File: config.mk
export PLATFORM = sky130hd
export DESIGN_NAME = cai_comp_ring_mux
export DESIGN_NICKNAME = d
export VERILOG_FILES = /design/src/rtl/cai_comp_ring_mux.sv
export SDC_FILE = /design/constraint.sdc
export NUM_CORES = 1
export LEC_CHECK = 0
export CAP_MARGIN = 20
export CELL_PAD_IN_SITES_DETAIL_PLACEMENT = 2
export CELL_PAD_IN_SITES_GLOBAL_PLACEMENT = 2
export CORE_AREA = 2 2 295 297
export CTS_BUF_LIST = sky130_fd_sc_hd__clkbuf_16
export DETAILED_ROUTE_END_ITERATION = 7
export DIE_AREA = 0 0 297 299
export GPL_ROUTABILITY_DRIVEN = 0
export PLACE_DENSITY_LB_ADDON = 0.1
export REMOVE_ABC_BUFFERS = 1
export SLEW_MARGIN = 20
export SYNTH_ARGS = -nofsm -noshare
export SYNTH_HDL_FRONTEND = slang
export SYNTH_SLANG_ARGS = --single-unit
File: constraint.sdc
create_clock -name clk -period 11.5 [get_ports clk]
set_input_delay 2.3 -clock clk [delete_from_list [all_inputs] [get_ports clk]]
set_output_delay 2.3 -clock clk [all_outputs]
set_load 0.02 [all_outputs]
File: src/rtl/cai_comp_ring_mux.sv
// Completion ring multiplexer: arbitrates engine completion channels round-robin
// into 16-byte ring records and coalesces completion doorbells.
module cai_comp_ring_mux #(
   parameter int NCH            = 4,
   parameter int COMP_REC_BYTES = 16
) (
   input  logic              clk,
   input  logic              rst,
   input  logic              enable,
   input  logic [63:0]       comp_base,
   input  logic [31:0]       comp_ring_mask,
   input  logic [31:0]       comp_cons_idx,
   input  logic [7:0]        coal_count,
   input  logic [NCH-1:0]    ch_valid,
   output logic [NCH-1:0]    ch_ready,
   input  logic [NCH*32-1:0] ch_tag,
   input  logic [NCH*16-1:0] ch_status,
   input  logic [NCH*16-1:0] ch_ext_status,
   input  logic [NCH*32-1:0] ch_bytes,
   output logic              wr_valid,
   input  logic              wr_ready,
   output logic [63:0]       wr_addr,
   output logic [127:0]      wr_data,
   output logic [31:0]       comp_prod_idx,
   output logic              comp_doorbell,
   output logic              ring_full
);

   localparam int PW        = (NCH > 1) ? $clog2(NCH) : 1;
   localparam int REC_SHIFT = $clog2(COMP_REC_BYTES);

   typedef enum logic {IDLE, WRITE} state_t;

   state_t        state;
   logic [PW-1:0] rr_last;
   logic [PW-1:0] pick;
   logic          found;
   logic          grant;
   logic          any_valid;
   logic [7:0]    pend;
   logic [7:0]    coal_eff;
   logic [31:0]   in_flight;
   logic [31:0]   sel_tag;
   logic [15:0]   sel_status;
   logic [15:0]   sel_ext;
   logic [31:0]   sel_bytes;
   logic [63:0]   rec_addr;

   // Modular difference keeps the full test correct across 32-bit index wrap.
   assign in_flight = comp_prod_idx - comp_cons_idx;
   assign ring_full = in_flight > comp_ring_mask;
   assign any_valid = |ch_valid;
   assign coal_eff  = (coal_count == 8'd0) ? 8'd1 : coal_count;
   assign grant     = (state == IDLE) && enable && !ring_full && found;
   assign rec_addr  = comp_base + ({32'b0, comp_prod_idx & comp_ring_mask} << REC_SHIFT);

   // Search starts one past the last granted channel so every requester gets a turn.
   always_comb begin
      logic [PW-1:0] c;
      c     = rr_last;
      pick  = '0;
      found = 1'b0;
      for (int i = 0; i < NCH; i++) begin
         c = (c == PW'(NCH - 1)) ? '0 : c + 1'b1;
         if (!found && ch_valid[c]) begin
            found = 1'b1;
            pick  = c;
         end
      end
   end

   always_comb begin
      sel_tag    = '0;
      sel_status = '0;
      sel_ext    = '0;
      sel_bytes  = '0;
      ch_ready   = '0;
      for (int k = 0; k < NCH; k++) begin
         if (PW'(k) == pick) begin
            sel_tag    = ch_tag[k*32 +: 32];
            sel_status = ch_status[k*16 +: 16];
            sel_ext    = ch_ext_status[k*16 +: 16];
            sel_bytes  = ch_bytes[k*32 +: 32];
            ch_ready[k] = grant;
         end
      end
   end

   // Doorbell fires on reaching the coalescing threshold or when traffic dries up.
   always_ff @(posedge clk or posedge rst) begin
      if (rst) begin
         state         <= IDLE;
         comp_prod_idx <= '0;
         pend          <= '0;
         rr_last       <= PW'(NCH - 1);
         wr_valid      <= 1'b0;
         wr_addr       <= '0;
         wr_data       <= '0;
         comp_doorbell <= 1'b0;
      end else begin
         comp_doorbell <= 1'b0;
         case (state)
            IDLE: begin
               if (grant) begin
                  rr_last  <= pick;
                  wr_valid <= 1'b1;
                  wr_addr  <= rec_addr;
                  wr_data  <= {32'b0, sel_bytes, sel_ext, sel_status, sel_tag};
                  state    <= WRITE;
               end else if (pend != 8'd0 && !any_valid) begin
                  comp_doorbell <= 1'b1;
                  pend          <= '0;
               end
            end
            WRITE: begin
               if (wr_ready) begin
                  wr_valid      <= 1'b0;
                  comp_prod_idx <= comp_prod_idx + 32'd1;
                  state         <= IDLE;
                  if (({1'b0, pend} + 9'd1 >= {1'b0, coal_eff}) || !any_valid) begin
                     comp_doorbell <= 1'b1;
                     pend          <= '0;
                  end else begin
                     pend <= pend + 8'd1;
                  end
               end
            end
            default: state <= IDLE;
         endcase
      end
   end

endmodule

==> out/summary.txt <==
Status: completed
# IOs: 759
# hold bufs at CTS: 0
Clk buf depth: 3
Final ANT Viol Nets: 0
Pwr dens: 196 mW/mm2
Tightest Pin Transition: 1010 ps
H-tree depth: 2
CP Data Arrival Time: 8430 ps
Maxcap violations: 0
Largest net degree at the start of global routing: 146
Synth top area share: 0.316
Via count: 18,400
CTS clk-pin slew, worst paths: 50 ps
Hold Vio Cnt, Final: 0
EDFF count, synth: 0
Sequential fraction of the synthesis area: 0.319
Ys async rst share: 1.00
Die Width: 297 um
Final HPWL DP: 76,500 um
Mean post-synth cell area: 7.25 um2
Max incr delay on CP: 720 ps
Vias/cell: 4.50
CP Launch Type: input pin
First-pass DRT Iterations: 4
Synth Instances: 2,220
Slew HR: 0.324
Leakage: 11.4 nW
GRT Residual Overflow: 0
Ys flop type: dfrtp_1
Pins Over Slew Limit: 0
Largest area contributor in the netlist: dfrtp_1
Met1 Track Usage GR: 0.232
YS warnings: 0
Post-CTS setup buffers: 0
Final cell count without fillers: 4,082
Slowest stage cell, crit path: clkdlybuf4s50_1
CTS tree: built
Num CTS Buffers: 34
Final instance area: 0.0254 mm2
Layout cells sized above 1: 0.0285
Final wirelength: 93,500 um
Synth Cell Area: 0.0161 mm2
DR DRC count: 0
First-pass GRT wire length: 136,000 um
VDD IR max: 0.000140 V
Final Critical Period: 10,730 ps
Overall Global Routing Usage: 0.204
Placed Area: 0.0243 mm2
Crit path max-delay family: compound AO/OA/AOI/OAI gates
Wirelength per Cell: 22.9 um
Placed insts: 4,004
CP max FO: 4
Tcrit/Tclk final: 0.933
Count leader, synth: nand2_1
Starting Density: 0.187
FMAX: 93.2 MHz
Die Ht: 299 um
CP cell instances: clkdlybuf4s50_1 -> ha_1 -> inv_1 -> fa_1 -> a211oi_1 -> o21ai_0 -> and3_1 -> a2bb2oi_1 -> a31oi_1 -> a41o_1 -> a21oi_1 -> o21ai_0 -> xor2_1 -> ha_1 -> nand4_1 -> nor4_1 -> nand3_1 -> o41a_1 -> a31o_1 -> or2_4 -> nor3_1 -> clkdlybuf4s50_1
GR Util met3: 0.0521
Root buffer cell: clkbuf_16
Core area: 0.0859 mm2
Crit path kind: input pin to primary output
Synth top cells by count: 703 x nand2_1, 203 x dfrtp_1, 165 x o21ai_0, 129 x nand3_1, 128 x o21ai_1
Gates resized, CTS repair: 0
CP Capture Type: primary output
Initial DRC count: 659
Site Rows: 108
Initial antenna violation count: 20
GR Layer Usage met2: 0.384
Clk_skew: 17.9 ps
Vias in the first global route: 20,200
Flops & latches, synth: 205
Buf/Inv on CP: 3
Final core occ: 0.295
Die area: 0.0888 mm2
Grt peak-use layer: met2
Final setup vio count: 0
Synth area leaders: dfrtp_1 32%, nand2_1 16%, ha_1 8.3%, o21ai_0 5.1%, nand3_1 4.0%
Hold Crit Class: flip-flop to flip-flop
Unique masters post-synth: 74
RSZ-0062 raised after global routing: false
Count of input and output buffers: 726
Worst-Skew Late Latency: 540 ps
Nets: 3,522
TritonCTS Sinks: 205
Worst EP required: 9200 ps
Total power: 4.97 mW
Area delta synth->final: 57.9%
## where the power goes
part	switching [mW]	leakage [nW]	total [mW]	internal, mW
logic	1.73	8.29	2.82	1.09
registers	0.180	2.56	1.16	0.985
clock network	0.396	0.554	0.993	0.597
total	2.30	11.4	4.97	2.67
## layer usage
metal  wire length [um]  share of wire
met2              49300           0.53
met1              37100           0.40
met4               1690          0.018
met3               5350          0.057
met5                103         0.0011
## cell type report
| type | count | area, um2 |
|---|---|---|
| Inverter | 106 | 405 |
| Clock buffer | 37 | 926 |
| Tap cell | 1155 | 1450 |
| Antenna cell | 18 | 45.0 |
| Multi-Input combinational cell | 1796 | 9920 |
| Fill cell | 10000 | 60500 |
| Clock inverter | 23 | 126 |
| Sequential cell | 205 | 5130 |
| Timing Repair Buffer | 742 | 7400 |
## cell families (layout without fill, tap and decap cells)
family	after synthesis	after routing	synth area share
AO/OA/AOI/OAI	508	508	0.184
XOR/XNOR	107	107	0.0583
adder cells (fa/ha/maj)	109	109	0.0857
buffers and inverters	250	908	0.0747
flip-flops	205	205	0.319
multiplexers	4	4	0.00272
other	1	50	0.000233
AND/OR/NAND/NOR	1036	1036	0.275
## stage by stage
stage	setup slack [ps]	TNS, ps	hold WS, ps
global route	326	0	495
finish	772	0	461
floorplan	-5130	-233140	441
CTS	716	0	463
detailed placement	728	0	455
global placement	986	0	450
## worst min-delay path, cell delays in order (launching register included)
cell     delay [ps]
dfstp_2         370
nand2_1          50
nand2_1          40
## sequential cells by signal, summed over array words and instances (netlist names)
name	count
wr_addr	64
comp_doorbell	1
state	1
wr_valid	1
wr_data	96
comp_prod_idx	32
rr_last	2
pend	8
## worst paths after layout
check                      slack [ps]                         start                       to  cells past startpoint
setup / recovery                  770              comp_cons_idx[0]              ch_ready[0]                     22
hold / removal                    460        rr_last[1]$_DFFE_PP1P_   rr_last[1]$_DFFE_PP1P_                      2
setup reg to reg                 4340  comp_prod_idx[0]$_DFFE_PP0P_  wr_addr[40]$_DFFE_PP0P_                     25
hold reg to reg                   460        rr_last[1]$_DFFE_PP1P_   rr_last[1]$_DFFE_PP1P_                      2
max in group asynchronous        7720                           rst  wr_data[95]$_DFFE_PP0P_                      3
min in group asynchronous        2290                           rst  wr_data[50]$_DFFE_PP0P_                      2
## cells in the final DEF (no fill, tap or decap), types with 56 or more instances in the layout
cell type	instances
a21oi_1	78
ha_1	107
nand3_1	129
dfrtp_1	203
inv_1	115
nor2_1	65
nand2_1	703
clkdlybuf4s50_1	726
xnor2_1	56
o21ai_1	128
o21ai_0	165
No activity file was read; power rests on OpenSTA's default activity.
